--- src/rtl/bus_arbiter4.sv ---
// Round-robin arbiter for the shared 8-bit data bus: grants one of four requesters,
// drives the source mux select, and releases on done, withdrawal or watchdog expiry.
module bus_arbiter4 #(
    parameter int unsigned TIMEOUT = 15
) (
    input  logic       clk,
    input  logic       rst,
    input  logic [3:0] req,
    input  logic       done,
    output logic [3:0] grant,
    output logic [1:0] sel,
    output logic       busy,
    output logic       timeout
);

    typedef enum logic [0:0] {StIdle, StGrant} state_e;

    localparam bit         WdogEn   = (TIMEOUT != 0);
    localparam logic [7:0] WdogLast = 8'(TIMEOUT - 1);

    state_e     state_q, state_d;
    logic [1:0] rr_ptr_q, rr_ptr_d;
    logic [7:0] cnt_q, cnt_d;
    logic [3:0] grant_q, grant_d;
    logic [1:0] sel_q, sel_d;
    logic       timeout_q, timeout_d;

    // Winner of a search starting at rr_ptr and wrapping mod 4.
    logic [1:0] win_idx;
    logic       win_vld;

    always_comb begin
        win_idx = rr_ptr_q;
        win_vld = 1'b0;
        for (int i = 0; i < 4; i++) begin
            if (!win_vld && req[rr_ptr_q + 2'(i)]) begin
                win_idx = rr_ptr_q + 2'(i);
                win_vld = 1'b1;
            end
        end
    end

    always_comb begin
        state_d   = state_q;
        rr_ptr_d  = rr_ptr_q;
        cnt_d     = cnt_q;
        grant_d   = grant_q;
        sel_d     = sel_q;
        timeout_d = 1'b0;

        unique case (state_q)
            StIdle: begin
                if (win_vld) begin
                    grant_d  = 4'b0001 << win_idx;
                    sel_d    = win_idx;
                    rr_ptr_d = win_idx + 2'd1;
                    cnt_d    = 8'd0;
                    state_d  = StGrant;
                end
            end
            StGrant: begin
                if (done || !req[sel_q]) begin
                    grant_d = 4'b0000;
                    state_d = StIdle;
                end else if (WdogEn && cnt_q == WdogLast) begin
                    grant_d   = 4'b0000;
                    state_d   = StIdle;
                    timeout_d = 1'b1;
                end else if (cnt_q != 8'hFF) begin
                    cnt_d = cnt_q + 8'd1;
                end
            end
            default: begin
                grant_d = 4'b0000;
                state_d = StIdle;
            end
        endcase
    end

    always_ff @(posedge clk or posedge rst) begin
        if (rst) begin
            state_q   <= StIdle;
            rr_ptr_q  <= 2'd0;
            cnt_q     <= 8'd0;
            grant_q   <= 4'b0000;
            sel_q     <= 2'd0;
            timeout_q <= 1'b0;
        end else begin
            state_q   <= state_d;
            rr_ptr_q  <= rr_ptr_d;
            cnt_q     <= cnt_d;
            grant_q   <= grant_d;
            sel_q     <= sel_d;
            timeout_q <= timeout_d;
        end
    end

    assign grant   = grant_q;
    assign sel     = sel_q;
    assign busy    = (state_q == StGrant);
    assign timeout = timeout_q;

endmodule

--- config.mk ---
export PLATFORM = sky130hd
export DESIGN_NAME = bus_arbiter4
export DESIGN_NICKNAME = d
export VERILOG_FILES = /design/src/rtl/bus_arbiter4.sv
export SDC_FILE = /design/constraint.sdc
export NUM_CORES = 1
export LEC_CHECK = 0
export BUFFER_PORTS_ARGS = -buffer_cell sky130_fd_sc_hd__buf_2
export CELL_PAD_IN_SITES_DETAIL_PLACEMENT = 0
export CELL_PAD_IN_SITES_GLOBAL_PLACEMENT = 1
export CORE_MARGIN = 2
export CORE_UTILIZATION = 46
export DETAILED_ROUTE_END_ITERATION = 16
export GPL_TIMING_DRIVEN = 0
export PLACE_DENSITY_LB_ADDON = 0.1
export SKIP_LAST_GASP = 1
export SYNTH_ARGS = -nofsm -noshare
export SYNTH_HDL_FRONTEND = slang
export SYNTH_SLANG_ARGS = --single-unit
export TNS_END_PERCENT = 10
--- constraint.sdc ---
create_clock -name clk -period 2.5 [get_ports clk]
set_input_delay 0.75 -clock clk [delete_from_list [all_inputs] [get_ports clk]]
set_output_delay 0.75 -clock clk [all_outputs]
set_load 0.03 [all_outputs]
==> summary.md, run 1 <==
| Metric | Value |
|---|---|
| Result of the run | `finished, final reports clean` |
| Area share of the leading cell type in the synthesized netlist | `40.6%` |
| Maximum number of pins on one net before global-route repair | `19` |
| Routability congestion estimate from global placement | `0.792` |
| Last element of the critical path | `rr_ptr_q[1]$_DFFE_PP0P_` |
| Peak per-stage delay on the critical path | `0.36 ns` |
| Endpoints failing setup | `0` |
| Maximum fanout along the worst path | `8` |
| TritonCTS clock tree | `done` |
| Placeable core area | `2250 um^2` |
| Reg-to-reg setup timing slack | `0.67 ns` |
| Die span in y | `53.1 um` |
| Half-perimeter wire length of the detailed placement result | `1730 um` |
| H-Tree Level Count | `1` |
| Vias | `943` |
| Post-synthesis cell area | `1110 um^2` |
| Clock insertion delay at the later pin of the skew report | `0.30 ns` |
| CTS max path bufs | `2` |
| Number of different library cells in the post-synthesis netlist | `43` |
| Setup repair after global routing missed its margin | `no` |
| Cell Area, Placed | `1210 um^2` |
| Cell chain of the critical path | `buf_2 > and2b_1 > a21oi_1 > o221ai_1 > inv_1 > ha_1 > nand2_1 > o21ai_0` |
| Most frequent cell after synthesis | `dfrtp_1` |
| Num rows | `17` |
| Peak supply drop | `0.475 mV` |
| Count of input and output buffers | `14` |
| Min Tclk post-route | `1.95 ns` |
| Clock slew at reported path FFs | `0.11 ns` |
| Number of maximum-capacitance constraint violations | `0` |
| Post-synthesis instance total | `113` |
| Clk Tree Root Cell | `clkbuf_4` |
| Final Cycle Share | `77.9%` |
| Vias in the first global route | `889` |
| Post-synth top flop | `dfrtp_1` |
| Area of the die | `2820 um^2` |
| Residual overflow from global routing | `0` |
| Total of flip-flops plus latches after synthesis | `18` |
| Endpoint of the lowest-slack register-to-register path | `grant[1]$_DFFE_PP0P_` |
| Final-report hold violation count | `0` |
| Cell taking the most area after synthesis | `dfrtp_1` |
| Area Growth Syn to Fin | `12.7%` |
| Initial antenna violation count | `0` |
| Number of nets in the layout | `145` |
| Power per Cell Area | `1010 nW/um^2` |
| Total global-route track usage | `19.2%` |
| Total wire length | `2400 um` |
| Number of enable flip-flop cells after synthesis | `0` |
| Startpoint of the worst setup timing path | `req[3]` |
| Synth top area cells | `dfrtp_1, ha_1, o21ai_0, a22o_1, a21oi_1` |
| Peak Freq | `514 MHz` |
| Setup fix buffers added after clock tree synthesis | `0` |
| Setup TNS | `0 ns` |
| Width of the die | `53.1 um` |
| Detailed-route wire length per cell | `15.1 um` |
| Yosys Warn Count | `0` |
| Max-slew headroom at the worst pin | `53.7%` |
| IO Pins | `15` |
| Seq/Total Area, Yosys | `40.6%` |
| Endpoint class of the critical path | `flop` |
| Final Slew Violations | `0` |
| Average vias per placed instance | `5.93` |
| Clock net sink count | `18` |
| Worst Path Arrival | `2.10 ns` |
| Critical path required time | `2.66 ns` |
| Top cells by instance count after synthesis | `dfrtp_1, o21ai_0, a21oi_1, inv_1, nand2_1` |
| Min-Delay Path Class | `reg2reg` |
| Wire length of the first global-routing pass | `3860 um` |
| Kind of start point of the critical path | `input pin` |
| Transition time at the pin with the least slew margin | `0.694 ns` |
| Remaining antenna violation count | `0` |
| Antenna Diode Count | `0` |
| Synth Area per Inst | `9.82 um^2` |
| Clock skew after layout | `0.00793 ns` |
| Net count of the mapped netlist | `126` |
| Total non-filler cell area in the finished layout | `1250 um^2` |
| Master of the slowest instance on the critical path | `o221ai_1` |
| Drt first pass iters | `4` |
| Beginning of the worst register-to-register path | `rr_ptr_q[1]$_DFFE_PP0P_` |
| Fraction of registers with async set/reset | `100%` |
| Setup Crit Path Kind | `in2reg` |
| Starting density of the core | `49.2%` |
| Iteration-0 DRC count of the detailed router | `11` |
| Gates resized, CTS repair | `0` |
| Total DRC errors in the routed layout | `0` |
| CTS buffer count | `3` |
| Leakage component of the power | `0.610 nW` |
| Fraction of layout cells with a size suffix above 1 | `21.4%` |
| Count of hold buffers inserted by post-cts repair | `0` |
| Length in cells of the worst reg-to-reg path | `7` |
-- placed cells by master, fill, tap and decap left out, types with 5 or more instances in the layout --
cell type and count:
a21oi_1 8, a22o_1 5, buf_2 15, dfrtp_1 18
ha_1 6, inv_1 8, nand2_1 7, nor2_1 6
o21ai_0 9
-- sequential cells by signal (all words and copies together), names as in the netlist --
| signal | cells |
|---|---|
| busy | 1 |
| timeout | 1 |
| sel | 2 |
| rr_ptr_q | 2 |
| grant | 4 |
| cnt_q | 8 |
-- cells by family (layout without fill, tap and decap cells) --
group                    Yosys count  count (layout)  share of synthesized area [%]
flip-flops                        18              18                           40.6
adder cells (fa/ha/maj)            6               6                           6.76
AO/OA/AOI/OAI                     40              40                           26.6
multiplexers                       4               4                           4.28
AND/OR/NAND/NOR                   34              34                           17.3
buffers and inverters             11              29                           4.51
-- worst max-delay path, delay by kind of cell --
family                   cells  cell delay, ns
AND/OR/NAND/NOR              2            0.26
buffers and inverters        2            0.27
adder cells (fa/ha/maj)      1            0.31
AO/OA/AOI/OAI                3            0.51
-- power by group --
part	switching, mW	total, mW	internal, mW
Clock	0.0942	0.183	0.0888
Combinational	0.376	0.633	0.257
Sequential	0.0832	0.453	0.370
-- worst min path at each step --
stage / startpoint / end / slack (ns) / cells after the start
finish: grant[3]$_DFFE_PP0P_ / grant[3]$_DFFE_PP0P_ / 0.51 / 1
global route: grant[3]$_DFFE_PP0P_ / grant[3]$_DFFE_PP0P_ / 0.53 / 1
CTS: grant[3]$_DFFE_PP0P_ / grant[3]$_DFFE_PP0P_ / 0.51 / 1
detailed placement: grant[3]$_DFFE_PP0P_ / grant[3]$_DFFE_PP0P_ / 0.48 / 1
global placement: grant[3]$_DFFE_PP0P_ / grant[3]$_DFFE_PP0P_ / 0.48 / 1
floorplan: cnt_q[2]$_DFFE_PP0P_ / cnt_q[2]$_DFFE_PP0P_ / 0.50 / 1
-- area by class of cell --
| cell class | count | area (um^2) |
|---|---|---|
| Clock buffer | 4 | 36.3 |
| Timing Repair Buffer | 14 | 70.1 |
| Tap cell | 28 | 35.0 |
| Fill cell | 231 | 1000 |
| Sequential cell | 18 | 450 |
| Inverter | 8 | 30.0 |
| Buffer | 3 | 20.0 |
| Multi-Input combinational cell | 84 | 609 |
-- stage by stage --
step                std cells  util (%)  total power [mW]  setup slack, ns  hold WS, ns
floorplan                 113         -             0.933            0.604        0.499
global placement          155      53.9              1.08            0.263        0.479
detailed placement        155      53.9              1.10            0.228        0.484
CTS                       159      55.5              1.28            0.542        0.509
global route              159      55.5              1.37            0.465        0.532
finish                    159      55.5              1.27            0.553        0.513
-- layer usage --
metal / vias to the layer above / GRT usage [%] / wire length, um
li1: 457 / - / -
met1: 464 / 22.6 / 1090
met2: 16 / 32.7 / 1210
met3: 6 / 3.67 / 59
met4: 0 / 10.3 / 38
met5: - / 0 / 0
Note: power is estimated with default switching activity, not from simulation.
==> run 2: changes to the inputs <==
--- a/config.mk
+++ b/config.mk
@@ -9,7 +9,7 @@
 export CELL_PAD_IN_SITES_DETAIL_PLACEMENT = 0
 export CELL_PAD_IN_SITES_GLOBAL_PLACEMENT = 1
 export CORE_MARGIN = 2
-export CORE_UTILIZATION = 46
+export CORE_UTILIZATION = 39
 export DETAILED_ROUTE_END_ITERATION = 16
 export GPL_TIMING_DRIVEN = 0
 export PLACE_DENSITY_LB_ADDON = 0.1
==> constraint.sdc (replaced) <==
create_clock -name clk -period 1.7 [get_ports clk]
set_input_delay 0.51 -clock clk [delete_from_list [all_inputs] [get_ports clk]]
set_output_delay 0.51 -clock clk [all_outputs]
set_load 0.03 [all_outputs]
==> run 2 against run 1 <==
  * Non-clock buffer count up 4
  * Clock-buffer cell count stayed put
  * First-iteration DRC count grew to 6.2 times the previous value
  * Combinational power rose by 63%
  * Largest power group unchanged
  * Highest routed layer unchanged
==> summary.md, run 2 (synthesis results as in run 1) <==
| Metric | Value |
|---|---|
| Min Tclk post-route | `1.66 ns` |
| Placed Cells incl. Taps | `158` |
| Total non-filler cell area in the finished layout | `1340 um^2` |
| Peak Freq | `603 MHz` |
| H-Tree Level Count | `1` |
| Final Slew Violations | `0` |
| Non-filler instance count after layout | `166` |
| TritonCTS clock tree | `done` |
| Final standard cell utilization of the core | `49.1%` |
| Clock insertion delay at the later pin of the skew report | `0.29 ns` |
| Maximum number of pins on one net before global-route repair | `19` |
| Final-report hold violation count | `0` |
| Endpoints failing setup | `0` |
| Number of maximum-capacitance constraint violations | `0` |
| Clock network power share | `13.6%` |
| Setup repair after global routing missed its margin | `yes` |
| Area Growth Syn to Fin | `21.0%` |
| Fraction of power consumed by sequential logic | `34.3%` |
| Drt first pass iters | `4` |
| Pwr Total | `1.97 mW` |
| Total DRC errors in the routed layout | `0` |
| Length in cells of the worst reg-to-reg path | `6` |
| Fraction of layout cells with a size suffix above 1 | `31.1%` |
| Internal Pwr Total | `1.12 mW` |
| Cell Area, Placed | `1220 um^2` |
| Routability congestion estimate from global placement | `0.866` |
| Area of the die | `3290 um^2` |
| Top register by number of flip-flops | `cnt_q` |
| Most frequent cells in the layout | `dfrtp_1, buf_2, inv_1, a21oi_1` |
| Endpoint class of the critical path | `flop` |
| Remaining antenna violation count | `0` |
| Max-slew headroom at the worst pin | `52.5%` |
| Iteration-0 DRC count of the detailed router | `68` |
| Starting density of the core | `40.6%` |
| Setup Crit Path Kind | `reg2reg` |
| Number of nets in the layout | `149` |
| Total global-route track usage | `16.4%` |
| Total wire length | `2480 um` |
| Switching power | `0.844 mW` |
| Leakage component of the power | `0.628 nW` |
| Clk Tree Root Cell | `clkbuf_4` |
| Vias | `966` |
| Worst Path Arrival | `1.85 ns` |
| Die span in y | `57.3 um` |
| Width of the die | `57.3 um` |
| CTS buffer count | `3` |
| Placeable core area | `2730 um^2` |
| Max reg flops | `8` |
| Final Cycle Share | `97.6%` |
| Residual overflow from global routing | `0` |
| CTS max path bufs | `2` |
| Antenna Diode Count | `0` |
| Clock net sink count | `18` |
| Switching part of the total power | `42.9%` |
| Transition time at the pin with the least slew margin | `0.712 ns` |
| Critical path required time | `1.90 ns` |
| Count of input and output buffers | `14` |
| Clock skew after layout | `0.00497 ns` |
| Result of the run | `finished, final reports clean` |
| Half-perimeter wire length of the detailed placement result | `1810 um` |
| Power per Cell Area | `1470 nW/um^2` |
| Kind of start point of the critical path | `flop` |
| Initial antenna violation count | `0` |
| Wire length of the first global-routing pass | `4240 um` |
| Vias in the first global route | `907` |
| Min-Delay Path Class | `in2async` |
| Num rows | `19` |
| Clock slew at reported path FFs | `0.11 ns` |
| IO Pins | `15` |
| Peak supply drop | `0.836 mV` |
| Part of the total power dissipated in combinational logic | `52.1%` |
| Average vias per placed instance | `5.82` |
| Maximum fanout along the worst path | `8` |
| Worst hold-check slack | `0.308 ns` |
| Detailed-route wire length per cell | `14.9 um` |
-- run 2: cell types whose count changed in the layout (fill, tap and decap cells not counted), sizes merged --
cell	change
buf	+4
-- run 2: layout make-up --
class / count / area (um^2)
fill: 262 / 1390
multi-input combinational: 84 / 647
sequential: 18 / 455
timing repair buffer: 19 / 120
tap: 31 / 38.8
clock buffer: 4 / 36.3
inverter: 8 / 30.0
buffer: 2 / 15.0
-- run 2: power groups by stage --
stage | sequential, mW | clock (mW) | combinational (mW)
after floorplan | 0.809 | 0 | 0.571
after global placement | 0.674 | 0 | 0.928
after detailed placement | 0.684 | 0 | 0.934
after CTS | 0.674 | 0.280 | 0.940
after global routing | 0.696 | 0.303 | 1.12
final | 0.675 | 0.268 | 1.03
-- run 2: repair_timing --
action / in CTS / in global routing
setup buffers: 0 / 5
resized for setup: 2 / 10
pin swaps: 0 / 1
hold buffers: 0 / 0
cloned: 0 / 0
setup endpoints to repair: 9 / 13
-- run 2: final timing paths --
| kind | from | endpoint | slack [ns] |
|---|---|---|---|
| max | sel[1]$_DFFE_PP0P_ | cnt_q[1]$_DFFE_PP0P_ | 0.04 |
| min | rst | grant[1]$_DFFE_PP0P_ | 0.31 |
| max reg2reg | sel[1]$_DFFE_PP0P_ | cnt_q[1]$_DFFE_PP0P_ | 0.04 |
| min reg2reg | grant[2]$_DFFE_PP0P_ | grant[2]$_DFFE_PP0P_ | 0.50 |
| max in group asynchronous | rst | sel[0]$_DFFE_PP0P_ | 0.89 |
| min in group clk | done | timeout$_DFF_PP0_ | 0.40 |
-- run 2: metrics by stage --
| stage | setup WS [ns] | TNS (ns) |
|---|---|---|
| 6_report | 0.0406 | 0 |
| 5_1_grt | -0.0279 | -0.126 |
| 4_1_cts | -0.0304 | -0.0761 |
| 3_5_place_dp | -0.356 | -2.67 |
| 3_3_place_gp | -0.291 | -2.38 |
| 2_1_floorplan | 0.0139 | 0 |
-- run 2: routing by layer --
layer / GRT usage, % / up-vias / wire length [um]
met3: 4.54 / 2 / 111
met1: 22.7 / 470 / 1150
met4: 3.65 / 0 / 19
li1: - / 473 / -
met5: 0 / - / 0
met2: 25.6 / 21 / 1200
-- run 2: worst max-delay path: stages (launching register included) --
cell	delay, ns
dfrtp_2	0.45
mux2_4	0.33
a22oi_4	0.24
and2_4	0.17
buf_6	0.12
o41ai_2	0.07
a22o_1	0.18
==> run 3: changes to the inputs <==
--- a/config.mk
+++ b/config.mk
@@ -5,7 +5,7 @@
 export SDC_FILE = /design/constraint.sdc
 export NUM_CORES = 1
 export LEC_CHECK = 0
-export BUFFER_PORTS_ARGS = -buffer_cell sky130_fd_sc_hd__buf_2
+export BUFFER_PORTS_ARGS = -buffer_cell sky130_fd_sc_hd__clkbuf_2
 export CELL_PAD_IN_SITES_DETAIL_PLACEMENT = 0
 export CELL_PAD_IN_SITES_GLOBAL_PLACEMENT = 1
 export CORE_MARGIN = 2
==> run 3 against run 2 <==
  * Register-to-register slack gained 0.03 ns
  * Highest routed layer unchanged
  * Via count shrank 3.2%
  * Clock skew grew 0.0030 ns
  * Combinational power about the same
  * Critical path depth unchanged
  * Sequential share of layout area shrank 0.47 points
  * Sequential cell count is the same
  * Utilization rose by 0.69 points
  * Largest power group unchanged
  * Global-route usage decreased by 0.45 points
  * Critical endpoint is now cnt_q[3]$_DFFE_PP0P_
==> summary.md, run 3 (synthesis results as in run 1) <==
| Metric | Value |
|---|---|
| Drt first pass iters | `3` |
| Worst Path Arrival | `1.82 ns` |
| Critical path required time | `1.89 ns` |
| Final Cycle Share | `96.1%` |
| Half-perimeter wire length of the detailed placement result | `1740 um` |
| Clock insertion delay at the later pin of the skew report | `0.30 ns` |
| Reg-to-reg setup timing slack | `0.07 ns` |
| Starting density of the core | `40.6%` |
| Wire length of the first global-routing pass | `4100 um` |
| Leakage component of the power | `0.633 nW` |
| Min Tclk post-route | `1.63 ns` |
| Endpoint of the lowest-slack register-to-register path | `cnt_q[3]$_DFFE_PP0P_` |
| Width of the die | `57.3 um` |
| Endpoints failing setup | `0` |
| Iteration-0 DRC count of the detailed router | `31` |
| Crit. path cell count | `6` |
| Area of the die | `3290 um^2` |
| Vias | `935` |
| Min-Delay Path Class | `in2async` |
| Kind of start point of the critical path | `flop` |
| H-Tree Level Count | `1` |
| Antenna Diode Count | `0` |
| Peak Freq | `612 MHz` |
| Number of maximum-capacitance constraint violations | `0` |
| Peak per-stage delay on the critical path | `0.45 ns` |
| Final critical-path setup slack | `0.0664 ns` |
| Average vias per placed instance | `5.57` |
| Top register by number of flip-flops | `cnt_q` |
| Most frequent cells in the layout | `dfrtp_1, clkbuf_2, inv_1, a21oi_1, buf_4` |
| Total wire length | `2370 um` |
| Area Growth Syn to Fin | `22.7%` |
| Initial antenna violation count | `0` |
| Routability congestion estimate from global placement | `0.870` |
| Master of the slowest instance on the critical path | `dfrtp_2` |
| IO Pins | `15` |
| Worst setup slack after placement | `-0.340 ns` |
| Max-slew headroom at the worst pin | `54.5%` |
| Maximum number of pins on one net before global-route repair | `19` |
| Length in cells of the worst reg-to-reg path | `6` |
| Count of input and output buffers | `14` |
| Clock slew at reported path FFs | `0.11 ns` |
| Num rows | `19` |
| Total DRC errors in the routed layout | `0` |
| Met2 usage in global routing | `24.2%` |
| Met3 track demand over resource | `2.95%` |
| Setup repair after global routing missed its margin | `yes` |
| Total global-route track usage | `16.0%` |
| GR Layer Usage met1 | `22.6%` |
| Result of the run | `finished, final reports clean` |
| Peak-usage layer in the global routing report | `met2` |
| Peak supply drop | `0.801 mV` |
| Final-report hold violation count | `0` |
| Detailed-route wire length per cell | `14.1 um` |
| Die span in y | `57.3 um` |
| Endpoint class of the critical path | `flop` |
| CTS buffer count | `3` |
| Residual overflow from global routing | `0` |
| Transition time at the pin with the least slew margin | `0.682 ns` |
| Final Slew Violations | `0` |
| Power per Cell Area | `1450 nW/um^2` |
| Cell Area, Placed | `1220 um^2` |
| Maximum fanout along the worst path | `8` |
| CTS max path bufs | `2` |
| Fraction of layout cells with a size suffix above 1 | `32.8%` |
| Max reg flops | `8` |
| Crit path buffers/inverters | `0` |
| Gate family responsible for the most delay along the worst path | `simple AND/OR/NAND/NOR gates` |
| Remaining antenna violation count | `0` |
| Placeable core area | `2730 um^2` |
| Clock net sink count | `18` |
| Count of hold buffers inserted by post-cts repair | `0` |
| Cell chain of the critical path | `ha_2 > nand4_1 > nor2_4 > or3_4 > a21oi_1 > o21bai_1` |
| Setup Crit Path Kind | `reg2reg` |
| Number of nets in the layout | `151` |
| Beginning of the worst register-to-register path | `cnt_q[1]$_DFFE_PP0P_` |
| Clock skew after layout | `0.00800 ns` |
| TritonCTS clock tree | `done` |
| Total non-filler cell area in the finished layout | `1360 um^2` |
| Vias in the first global route | `884` |
| Clk Tree Root Cell | `clkbuf_4` |
[run 3: layout make-up]
| cell class | instances | area, um^2 |
|---|---|---|
| Multi-Input combinational cell | 84 | 667 |
| Clock buffer | 4 | 36.3 |
| Tap cell | 31 | 38.8 |
| Buffer | 1 | 3.75 |
| Sequential cell | 18 | 455 |
| Fill cell | 254 | 1370 |
| Inverter | 8 | 30.0 |
| Timing Repair Buffer | 22 | 130 |
[run 3: how the worst max path moves through the flow]
stage / slack (ns) / end / from
after floorplan: 0.01 / cnt_q[1]$_DFFE_PP0P_ / sel[1]$_DFFE_PP0P_
after global placement: -0.31 / rr_ptr_q[1]$_DFFE_PP0P_ / req[3]
after detailed placement: -0.34 / rr_ptr_q[1]$_DFFE_PP0P_ / req[3]
after CTS: -0.04 / cnt_q[1]$_DFFE_PP0P_ / sel[1]$_DFFE_PP0P_
after global routing: -0.03 / rr_ptr_q[1]$_DFFE_PP0P_ / rr_ptr_q[1]$_DFFE_PP0P_
final: 0.07 / cnt_q[3]$_DFFE_PP0P_ / cnt_q[1]$_DFFE_PP0P_
[run 3: routing by layer]
metal / routed length [um] / part of all wire [%]
met2: 1050 / 44
met4: 29 / 1.2
met5: 0 / 0
met3: 64 / 2.7
met1: 1230 / 52
[run 3: per-stage QoR]
step                      TNS (ns)  hold slack [ns]  total power [mW]  cells  util, %
final                            0            0.272              1.97    168     49.8
after global placement       -2.58            0.488              1.60    158     44.7
after CTS                  -0.0768            0.299              1.90    162     46.1
after global routing       -0.0658            0.329              2.14    168     49.8
after detailed placement     -2.85            0.487              1.62    158     44.7
after floorplan                  0            0.448              1.38    113        -
[run 3: where the power goes]
part	internal, mW	switching (mW)
Combinational	0.437	0.576
Clock	0.131	0.142
Sequential	0.553	0.131
[run 3: worst reg2reg max path, cell delays in order, from the launching register on]
cell	delay, ns
dfrtp_2	0.45
ha_2	0.21
nand4_1	0.15
nor2_4	0.09
or3_4	0.40
a21oi_1	0.15
o21bai_1	0.07
[run 3: what timing repair did]
item | 4_1_cts | 5_1_grt
setup endpoints to repair | 9 | 13
resized for setup | 2 | 13
setup buffers | 0 | 8
pin swaps | 0 | 4
